File: config.mk
export PLATFORM = sky130hd
export DESIGN_NAME = lsclk_prog
export DESIGN_NICKNAME = d
export VERILOG_FILES = /design/src/rtl/lsclk_prog.sv
export SDC_FILE = /design/constraint.sdc
export NUM_CORES = 1
export LEC_CHECK = 0
export CAP_MARGIN = 20
export CORE_ASPECT_RATIO = 2
export CORE_MARGIN = 5
export CORE_UTILIZATION = 30
export CTS_BUF_LIST = sky130_fd_sc_hd__clkbuf_2 sky130_fd_sc_hd__clkbuf_4 sky130_fd_sc_hd__clkbuf_8
export DETAILED_ROUTE_END_ITERATION = 7
export PLACE_DENSITY = 0.47
export SKIP_LAST_GASP = 1
export SYNTH_ARGS = -nofsm -noshare
export SYNTH_HDL_FRONTEND = slang
export SYNTH_SLANG_ARGS = --single-unit
File: constraint.sdc
create_clock -name clk -period 7.48 [get_ports clk]
set_input_delay 1.87 -clock clk [delete_from_list [all_inputs] [get_ports clk]]
set_output_delay 1.87 -clock clk [all_outputs]
set_load 0.05 [all_outputs]
File: src/rtl/lsclk_prog.sv
// lsclk_prog - runtime-programmable low-speed clock generator.
// Divides clk by a loadable period L with a loadable high time H: each period is
// L-H cycles low followed by H cycles high. Start/stop is glitch-free (a period is
// never cut short), i_sync restarts the phase, and rise/fall strobes accompany
// every edge of o_clock. New configuration is staged in pending registers and
// only becomes active at a period boundary, on i_sync, or right away while idle.
// Optional feature macro: LSCLK_PROG_QUAD_EN adds o_clock_q, a copy of o_clock
// lagging by floor(L/4) cycles.
module lsclk_prog #(
   parameter int NB_COUNTER   = 16,
   parameter int DEFAULT_DIV  = 900,
   parameter int DEFAULT_HIGH = 450
) (
   input  logic                  clk,
   input  logic                  rst,
   input  logic                  i_enable,
   input  logic                  i_load,
   input  logic [NB_COUNTER-1:0] i_div,
   input  logic [NB_COUNTER-1:0] i_high,
   input  logic                  i_sync,
   output logic                  o_clock,
   output logic                  o_rise_tick,
   output logic                  o_fall_tick,
   output logic                  o_load_ack,
   output logic                  o_cfg_err
`ifdef LSCLK_PROG_QUAD_EN
   ,
   output logic                  o_clock_q
`endif
);

   typedef enum logic [1:0] {
      IDLE  = 2'd0,
      RUN   = 2'd1,
      DRAIN = 2'd2
   } state_t;

   localparam logic [NB_COUNTER-1:0] ONE      = NB_COUNTER'(1);
   localparam logic [NB_COUNTER-1:0] TWO      = NB_COUNTER'(2);
   localparam logic [NB_COUNTER-1:0] DEF_DIV  = NB_COUNTER'(DEFAULT_DIV);
   localparam logic [NB_COUNTER-1:0] DEF_HIGH = NB_COUNTER'(DEFAULT_HIGH);

   state_t                  state_q, state_d;
   logic [NB_COUNTER-1:0]   cnt_q, cnt_d;
   logic                    clock_q, clock_d;
   logic                    rise_q, rise_d;
   logic                    fall_q, fall_d;
   logic                    ack_q, ack_d;
   logic                    err_q, err_d;
   logic [NB_COUNTER-1:0]   divAct_q, divAct_d;
   logic [NB_COUNTER-1:0]   highAct_q, highAct_d;
   logic [NB_COUNTER-1:0]   divPend_q, divPend_d;
   logic [NB_COUNTER-1:0]   highPend_q, highPend_d;
   logic                    pend_q, pend_d;

   logic                    running;
   logic                    boundary;
   logic                    riseHit;
   logic                    doSync;
   logic                    apply;
   logic                    loadValid;
   logic [NB_COUNTER-1:0]   lastCnt;
   logic [NB_COUNTER-1:0]   riseCnt;

   // Decode the events that steer the counter and the config hand-over this cycle.
   always_comb begin
      running   = (state_q != IDLE);
      lastCnt   = divAct_q - ONE;
      riseCnt   = divAct_q - highAct_q - ONE;
      boundary  = running && (cnt_q == lastCnt);
      riseHit   = running && (cnt_q == riseCnt);
      doSync    = running && i_sync;
      apply     = pend_q && (doSync || boundary || (state_q == IDLE));
      loadValid = (i_div >= TWO) && (i_high != '0) && (i_high < i_div);
   end

   // Next-state logic: FSM, period counter, output strobes and config staging.
   always_comb begin
      state_d    = state_q;
      cnt_d      = cnt_q;
      clock_d    = clock_q;
      rise_d     = 1'b0;
      fall_d     = 1'b0;
      ack_d      = 1'b0;
      err_d      = 1'b0;
      divAct_d   = divAct_q;
      highAct_d  = highAct_q;
      divPend_d  = divPend_q;
      highPend_d = highPend_q;
      pend_d     = pend_q;

      case (state_q)
         IDLE: begin
            cnt_d   = '0;
            clock_d = 1'b0;
            if (i_enable) begin
               state_d = RUN;
            end
         end
         RUN, DRAIN: begin
            if (doSync) begin
               cnt_d   = '0;
               clock_d = 1'b0;
               fall_d  = clock_q;
            end else if (boundary) begin
               cnt_d   = '0;
               clock_d = 1'b0;
               fall_d  = 1'b1;
            end else begin
               cnt_d = cnt_q + ONE;
               if (riseHit) begin
                  clock_d = 1'b1;
                  rise_d  = 1'b1;
               end
            end

            if (state_q == RUN) begin
               if (!i_enable) begin
                  state_d = (boundary && !doSync) ? IDLE : DRAIN;
               end
            end else begin
               if (i_enable) begin
                  state_d = RUN;
               end else if (boundary && !doSync) begin
                  state_d = IDLE;
               end
            end
         end
         default: begin
            state_d = IDLE;
            cnt_d   = '0;
            clock_d = 1'b0;
         end
      endcase

      if (apply) begin
         divAct_d  = divPend_q;
         highAct_d = highPend_q;
         pend_d    = 1'b0;
         ack_d     = 1'b1;
      end

      if (i_load) begin
         if (loadValid) begin
            divPend_d  = i_div;
            highPend_d = i_high;
            pend_d     = 1'b1;
         end else begin
            err_d = 1'b1;
         end
      end
   end

   // State register with synchronous reset back to the default configuration.
   always_ff @(posedge clk) begin
      if (rst) begin
         state_q    <= IDLE;
         cnt_q      <= '0;
         clock_q    <= 1'b0;
         rise_q     <= 1'b0;
         fall_q     <= 1'b0;
         ack_q      <= 1'b0;
         err_q      <= 1'b0;
         divAct_q   <= DEF_DIV;
         highAct_q  <= DEF_HIGH;
         divPend_q  <= DEF_DIV;
         highPend_q <= DEF_HIGH;
         pend_q     <= 1'b0;
      end else begin
         state_q    <= state_d;
         cnt_q      <= cnt_d;
         clock_q    <= clock_d;
         rise_q     <= rise_d;
         fall_q     <= fall_d;
         ack_q      <= ack_d;
         err_q      <= err_d;
         divAct_q   <= divAct_d;
         highAct_q  <= highAct_d;
         divPend_q  <= divPend_d;
         highPend_q <= highPend_d;
         pend_q     <= pend_d;
      end
   end

   assign o_clock     = clock_q;
   assign o_rise_tick = rise_q;
   assign o_fall_tick = fall_q;
   assign o_load_ack  = ack_q;
   assign o_cfg_err   = err_q;

`ifdef LSCLK_PROG_QUAD_EN
   localparam int DEF_Q = DEFAULT_DIV / 4;
   localparam logic [NB_COUNTER-1:0] DEF_QRISE =
      NB_COUNTER'((DEFAULT_DIV - DEFAULT_HIGH - 1 + DEF_Q) % DEFAULT_DIV);
   localparam logic [NB_COUNTER-1:0] DEF_QFALL =
      NB_COUNTER'((DEFAULT_DIV - 1 + DEF_Q) % DEFAULT_DIV);
   localparam logic [NB_COUNTER:0]   ONE_W = (NB_COUNTER+1)'(1);

   logic [NB_COUNTER-1:0] qRise_q, qRise_d;
   logic [NB_COUNTER-1:0] qFall_q, qFall_d;
   logic                  clockQ_q, clockQ_d;
   logic [NB_COUNTER:0]   divW, highW, quarterW, riseSum, fallSum;

   // Lagged-clock compare points are precomputed from the pending config so the
   // running compare only needs an equality check; sums are one bit wider and
   // reduced modulo L with a single conditional subtract.
   always_comb begin
      divW     = {1'b0, divPend_q};
      highW    = {1'b0, highPend_q};
      quarterW = divW >> 2;
      riseSum  = divW - highW - ONE_W + quarterW;
      fallSum  = divW - ONE_W + quarterW;
      qRise_d  = qRise_q;
      qFall_d  = qFall_q;
      if (apply) begin
         qRise_d = (riseSum >= divW) ? NB_COUNTER'(riseSum - divW) : NB_COUNTER'(riseSum);
         qFall_d = (fallSum >= divW) ? NB_COUNTER'(fallSum - divW) : NB_COUNTER'(fallSum);
      end

      clockQ_d = clockQ_q;
      if ((state_q == IDLE) || (state_d == IDLE) || doSync) begin
         clockQ_d = 1'b0;
      end else if (cnt_q == qRise_q) begin
         clockQ_d = 1'b1;
      end else if (cnt_q == qFall_q) begin
         clockQ_d = 1'b0;
      end
   end

   // Lagged-clock registers; compare points reset to the default-config values.
   always_ff @(posedge clk) begin
      if (rst) begin
         qRise_q  <= DEF_QRISE;
         qFall_q  <= DEF_QFALL;
         clockQ_q <= 1'b0;
      end else begin
         qRise_q  <= qRise_d;
         qFall_q  <= qFall_d;
         clockQ_q <= clockQ_d;
      end
   end

   assign o_clock_q = clockQ_q;
`endif

endmodule

==> summary.txt, run 1 <==
Clock transition at path regs = 90 ps
Post-Syn Area = 5483 µm²
Longest Clk Path Bufs = 2
CTS H-tree lvls = 3
# setup viols final = 0
Multi-input logic area = 3357 µm²
Die area = 21240 µm²
Slew headroom = 37.51%
# rows = 70
Top_reg_cell synth = dfxtp_1
Status = finished, final reports clean
Commonest cells after routing, fill and taps aside = 88 x dfxtp_1, 72 x nand2_1, 60 x nor2_1
Setup tns final = 0 ps
GRT overflow = 0
Post-synth EDFFs = 0
Via count = 4714
FF+latch area = 1762 µm²
Period utilization = 58.22%
Post-CTS setup buffer count = 0
Fin. max-slew vios = 0
#FFs+latches synth = 88
Worst Path Arrival = 4650 ps
Wirelength per Cell = 17.11 µm
Number of port buffers = 41
CTS Buf Count = 9
Initial drt markers = 213
DRT Wirelength = 15710 µm
Placeable Area = 18130 µm²
Share of cells above drive strength 1 = 4.843%
Worst clock skew = 19.12 ps
DRC = 0
FMAX = 229.6 MHz
First drt pass iteration count = 4
Fin util = 34.22%
CP max FO = 32
Ys async rst share = 0%
Number of buffer and inverter stages on the critical path = 2
RD Place Congestion = 0.8858
Synth cell types = 59
Max stage delay cell, worst path = and3_2
Hold WS = 458.0 ps
TritonCTS clock tree = done
Clock sink count = 88
Crit-path cells = clkdlybuf4s50_1, inv_1, ha_1, a21o_1, a21o_1, a21oi_1, o21ai_0, a21oi_1, and3_2, mux2i_1
Cts hold-fix bufs = 0
Nets = 770
Final Hold Violating Endpoints = 0
Fill count = 1971
Root Driver = clkbuf_8
Final Critical Period = 4355 ps
Most common cell after layout, fill and taps aside = dfxtp_1
Clk_lat worst skew = 380 ps
Max_cap viols = 0
Pwr Density = 164.0 nW/µm²
CP endpoint kind = flip-flop
Least-Margin Pin Slew = 937.3 ps
Detailed placement HPWL = 12570 µm
Synth Net Count = 754
LEAKAGE = 2.436 nW
Fin worst setup slack = 3125 ps
Yosys warns = 0
Worst Setup Start Kind = primary input
CP max stage delay = 860 ps
Gate Count Post-Synth = 681
# resized after CTS = 0
CP required = 7770 ps
Chip Height = 201.2 µm
Syn_area_per_cell = 8.051 µm²
Tightest Hold Check Type = reg2reg
Worst IR drop on VDD = 0.00009288 V
Antenna-violating nets left = 0
I/O pins = 42
Die X = 105.6 µm
Area delta synth->final = 13.14%
Drt via density = 5.135
Seq/Total Area, Yosys = 32.13%
First-pass GRT wire length = 25270 µm
Starting Density = 30.24%
GR Util All Layers = 15.21%
CP Class = in2reg
Initial antenna violation count = 0
Antenna cells = 0
Unrepaired setup endpoints after global routing = false
Largest net degree at the start of global routing = 81
Setup WS pre-CTS = 2736 ps
Kind of cell adding the most delay to the critical path = simple AND/OR/NAND/NOR gates
Vias in the first global route = 4832
[final timing paths]
check           startpoint  depth (start not counted)  slack (ps)             to
max               i_div[1]                         10        3120  divPend_q[12]
min          highAct_q[11]                          2         460  highAct_q[11]
max reg2reg    divAct_q[9]                          9        3600        o_clock
min reg2reg  highAct_q[11]                          2         460  highAct_q[11]
[metal layers]
metal,up-vias,wire (µm),global-route usage [%]
met5,-,0,0
met4,0,874,9.356
met3,37,261,1.894
met2,88,8672,29.13
met1,2180,5900,15.11
li1,2409,-,-
[sequential cells by signal, summed over array words and instances (netlist names)]
name / flops
highAct_q: 16
divPend_q: 16
o_cfg_err: 1
cnt_q: 16
highPend_q: 16
o_clock: 1
o_rise_tick: 1
o_load_ack: 1
divAct_q: 16
o_fall_tick: 1
pend_q: 1
state_q: 2
[power by group]
| part | internal (mW) | total [mW] | switching (mW) |
|---|---|---|---|
| combinational | 0.0748 | 0.175 | 0.100 |
| sequential | 0.486 | 0.497 | 0.0104 |
| clock | 0.165 | 0.346 | 0.182 |
[area by class of cell]
type	instances	area share (%)
Clock buffer	10	2.219
Clock inverter	6	1.089
Inverter	47	2.844
Multi-Input combinational cell	507	54.11
Sequential cell	88	28.40
Tap cell	216	4.357
Timing Repair Buffer	44	6.979
[cells in the mapped netlist, drive strengths merged, types with 15 or more instances]
cell    instances  area share (%)
inv            47             3.2
clkbuf         24             1.6
xnor2          38             6.1
nor3           21             2.2
nand3          37             3.4
buf            15             1.8
mux2i          35             6.4
xor2           18             2.9
dfxtp          88              32
nand2          72             4.9
a21oi          24             2.2
nor2           60             4.1
ha             35             8.0
o21ai          42             3.8
[worst reg2reg max path: stages (launching register included)]
cell and delay (ps):
dfxtp_1 500, ha_1 400, xnor2_1 230, a222oi_1 660, nand3_1 260, a2111oi_0 520
o2111a_1 260, nand4_1 100, nor4_1 710, a31o_2 190
[metrics by stage]
| step | instances | area [µm²] | power, mW |
|---|---|---|---|
| after floorplan | 681 | 5483 | 0.6240 |
| after global placement | 902 | 5998 | 0.6799 |
| after detailed placement | 902 | 5998 | 0.6834 |
| after CTS | 918 | 6203 | 1.036 |
| after global routing | 918 | 6203 | 1.076 |
| final | 918 | 6203 | 1.018 |
[kinds of logic after synthesis]
kind of cell,Yosys count,share of synthesized area [%]
flip-flops,88,32.13
buffers and inverters,86,6.664
AO/OA/AOI/OAI,122,14.13
XOR/XNOR,56,8.946
AND/OR/NAND/NOR,256,22.78
adder cells (fa/ha/maj),36,8.352
multiplexers,37,7.006
Note: power is estimated with default switching activity, not from simulation.
==> run 2: changes to the inputs <==
clock period = 4.15 ns   (was 7.48 ns; I/O delays follow)
==> run 2 against run 1 <==
Sequential cell count stayed put. Non-clock buffer count increased by 3. Sequential share of layout area down 0.14 points. Global-route usage decreased by 0.63 points. Final cell count is 0.33% higher. Combinational power grew 83%. Core utilization grew 0.17 points. Total power is 76% higher. Wire length decreased by 2.8%. Critical endpoint is now o_clock.
==> summary.txt, run 2 (same netlist as run 1, synthesis figures left out) <==
Antenna-violating nets left = 0
# resized after CTS = 0
Max_cap viols = 0
CP max FO = 8
Via count = 4775
CP Class = reg2reg
Initial drt markers = 171
Die X = 105.6 µm
Worst clock skew = 11.25 ps
Setup WS pre-CTS = 507.4 ps
Starting Density = 30.24%
Detailed placement HPWL = 12260 µm
CP endpoint kind = flip-flop
Final Critical Period = 3568 ps
Root Driver = clkbuf_8
CTS H-tree lvls = 3
Vias in the first global route = 4883
Setup tns final = 0 ps
Clock sink count = 88
# rows = 70
Chip Height = 201.2 µm
Number of port buffers = 41
Final Hold Violating Endpoints = 0
FMAX = 280.2 MHz
CP required = 4480 ps
Period utilization = 85.98%
Worst Setup Start Kind = flip-flop
GRT overflow = 0
Share of cells above drive strength 1 = 5.248%
Fin. max-slew vios = 0
# setup viols final = 0
Hold WS = 461.1 ps
Crit-path cells = ha_1, inv_1, fa_1, xnor2_1, nor3_1, nand3_1, a2111oi_0, o2111a_1, nand4_1, nor4_1, buf_4, a31o_2
I/O pins = 42
Clk_lat worst skew = 370 ps
Most common cell after layout, fill and taps aside = dfxtp_1
Worst IR drop on VDD = 0.0001701 V
Longest Clk Path Bufs = 2
LEAKAGE = 2.461 nW
Least-Margin Pin Slew = 804.1 ps
Number of buffer and inverter stages on the critical path = 2
Status = finished, final reports clean
Kind of cell adding the most delay to the critical path = simple AND/OR/NAND/NOR gates
Post-CTS setup buffer count = 0
RD Place Congestion = 0.9152
Tightest Hold Check Type = reg2reg
First-pass GRT wire length = 24540 µm
R2R setup slack = 580 ps
Largest net degree at the start of global routing = 81
DRC = 0
Unrepaired setup endpoints after global routing = false
Antenna cells = 0
Fin worst setup slack = 581.6 ps
Commonest cells after routing, fill and taps aside = 88 x dfxtp_1, 72 x nand2_1, 60 x nor2_1
Nets = 773
Pwr Density = 286.6 nW/µm²
DRT Wirelength = 15260 µm
Drt via density = 5.185
GR Util All Layers = 14.57%
Area delta synth->final = 13.72%
Cts hold-fix bufs = 0
First drt pass iteration count = 4
Initial antenna violation count = 0
Placeable Area = 18130 µm²
Slew headroom = 46.39%
TritonCTS clock tree = done
CTS Buf Count = 9
Die area = 21240 µm²
Worst Path Arrival = 3900 ps
Clock transition at path regs = 90 ps
CP max stage delay = 530 ps
Wirelength per Cell = 16.57 µm
Max stage delay cell, worst path = a2111oi_0
## run 2: cell types whose count changed in the layout (fill, tap and decap cells not counted), sizes merged
cell,before,now
clkinv,2,3
bufinv,1,0
inv,48,50
buf,3,6
clkinvlp,2,0
## run 2: worst register-to-register path, delay by kind of cell (launching register included)
kind	cells	cell delay (ps)
and+or+nand+nor	4	1020
xor gates and xnor gates	1	140
DFF	1	520
buffers and inverters	2	270
adders and majority gates	2	710
AOI/OAI and AO/OA	3	880
## run 2: power by group
part           switching, mW  total, mW  internal [mW]
Combinational          0.181      0.320          0.139
Sequential            0.0185      0.895          0.876
Clock                  0.329      0.572          0.243
## run 2: final timing paths
check	start	end	cells after the start
worst min register to register	highPend_q[9]	highAct_q[9]	2
worst max-delay path	divAct_q[0]	o_clock	12
worst max register to register	divAct_q[0]	o_clock	12
worst min-delay path	highPend_q[9]	highAct_q[9]	2
## run 2: layout make-up
type	count	area (µm²)
Multi-Input combinational cell	507	3357
Inverter	47	176.4
Tap cell	216	270.3
Fill cell	1920	11900
Clock buffer	10	137.6
Clock inverter	6	51.30
Sequential cell	88	1762
Timing Repair Buffer	47	480.5
## run 2: stage by stage
stage                     power (mW)  utilization [%]  cells  instance area, µm²
after floorplan                1.125                -    681                5483
after detailed placement       1.233            33.24    904                6026
after global placement         1.226            33.24    904                6026
after global routing           1.884            34.39    921                6235
final                          1.787            34.39    921                6235
after CTS                      1.817            34.28    920                6215
## run 2: routing by layer
metal / vias up / GRT usage (%) / part of all wire [%]
met5: - / 0 / 0
met4: 0 / 9.958 / 6.2
met3: 55 / 1.734 / 2.3
met2: 119 / 27.69 / 54
met1: 2185 / 14.30 / 37
li1: 2416 / - / -
==> run 3: changes to the inputs <==
clock period = 3.66 ns   (was 4.15 ns; I/O delays follow)
==> run 3 against run 2 <==
Design area increased by 1.3%. Wire length up 2.8%. Sequential power rose by 13%. Count of clock-buffer cells in the layout is 1 higher. Sequential share of layout area is 0.37 points lower.
==> summary.txt, run 3 (same netlist as run 1, synthesis figures left out) <==
Status = finished, final reports clean
Root Driver = clkbuf_8
Crit-path cells = ha_1, inv_1, fa_1, nor2b_1, o31a_1, o2111ai_1, nand2_1, mux4_2, a2111o_1, nor4_2, buf_4, a31o_2
Initial drt markers = 179
RD Place Congestion = 0.9076
GR Util All Layers = 15.09%
Max_cap viols = 0
GRT overflow = 0
# rows = 70
Wirelength per Cell = 16.88 µm
Pwr Density = 332.0 nW/µm²
Highest routed layer = met4
Least-Margin Pin Slew = 806.4 ps
Metal-1 WL = 5718 µm
CP max FO = 8
Kind of cell adding the most delay to the critical path = simple AND/OR/NAND/NOR gates
DRT Wirelength = 15700 µm
Nets = 782
Number of buffer and inverter stages on the critical path = 2
Max stage delay cell, worst path = dfxtp_1
CTS Buf Count = 9
Vias in the first global route = 4988
Worst Path Arrival = 3850 ps
CP required = 3990 ps
DRC = 0
Worst Setup Start Kind = flip-flop
Met2 routed WL = 8538 µm
Longest Clk Path Bufs = 2
Via count = 4778
Drt via density = 5.138
Setup tns final = 0 ps
Final Critical Period = 3521 ps
Area delta synth->final = 15.22%
Starting Density = 30.24%
Antenna-violating nets left = 0
Antenna cells = 0
Placeable Area = 18130 µm²
FMAX = 284.0 MHz
Tightest Hold Check Type = reg2reg
Die area = 21240 µm²
Most common cell after layout, fill and taps aside = dfxtp_1
Unrepaired setup endpoints after global routing = false
Initial antenna violation count = 0
Fin area = 6317 µm²
# setup viols final = 0
Worst clock skew = 18.91 ps
Fin util = 34.84%
Worst IR drop on VDD = 0.0001486 V
Die X = 105.6 µm
Slew headroom = 46.24%
Final Hold Violating Endpoints = 0
TritonCTS clock tree = done
I/O pins = 42
Period utilization = 96.20%
Largest net degree at the start of global routing = 81
Share of cells above drive strength 1 = 6.583%
Clock transition at path regs = 90 ps
Number of port buffers = 41
First drt pass iteration count = 4
CTS H-tree lvls = 3
Routed wl met3 = 327 µm
Chip Height = 201.2 µm
Fin. max-slew vios = 0
Detailed placement HPWL = 12720 µm
CP Class = reg2reg
Commonest cells after routing, fill and taps aside = 88 x dfxtp_1, 72 x nand2_1, 60 x nor2_1
Clock sink count = 88
Clk_lat worst skew = 380 ps
LEAKAGE = 2.503 nW
CP endpoint kind = flip-flop
First-pass GRT wire length = 25380 µm
Placed cell areas = 6101 µm²
CP max stage delay = 520 ps
-- run 3: worst reg2reg max path: cells and delay by family (launching register included) --
family | cells | cell delay (ps)
flops | 1 | 520
mux | 1 | 520
buf+inv | 2 | 260
fa+ha+maj | 2 | 670
compound gates | 4 | 670
simple gates | 3 | 800
-- run 3: final timing paths --
kind                      from           to  slack [ps]  cells past startpoint
setup reg to reg   divAct_q[0]      o_clock         140                     12
hold reg to reg   divPend_q[1]  divAct_q[1]         460                      2
setup / recovery   divAct_q[0]      o_clock         140                     12
hold / removal    divPend_q[1]  divAct_q[1]         460                      2
-- run 3: per-layer routing --
layer / global-route usage (%) / vias up
li1: - / 2432
met1: 14.71 / 2200
met2: 28.33 / 101
met3: 1.637 / 45
met4: 11.44 / 0
met5: 0 / -
-- run 3: power breakdown --
part           switching [mW]  internal [mW]  total, mW
Sequential             0.0197          0.993       1.01
Clock                   0.372          0.347      0.719
Combinational           0.205          0.160      0.365
-- run 3: area by class of cell --
cell class	instances	area, µm²
clock buffers	11	145.1
clock inverters	5	63.81
fillers	1906	11810
inverters	47	176.4
multi-input cells	507	3364
flip-flops and latches	88	1762
well taps	216	270.3
repair buffers	56	535.5
-- run 3: stage by stage --
stage          hold slack (ps)  cells  setup WS (ps)  power (mW)
5_1_grt                  484.8    930          8.102       2.191
2_1_floorplan            435.0    681          639.4       1.275
3_3_place_gp             447.2    914         -30.57       1.396
6_report                 458.6    930          139.0       2.097
4_1_cts                  467.6    930          115.6       2.129
3_5_place_dp             453.2    914         -78.65       1.403
-- run 3: timing repair --
item | in CTS | in global routing
hold buffers | 0 | 0
endpoints found under the setup margin | 2 | 1
resized for setup | 1 | 1
setup buffers | 0 | 0
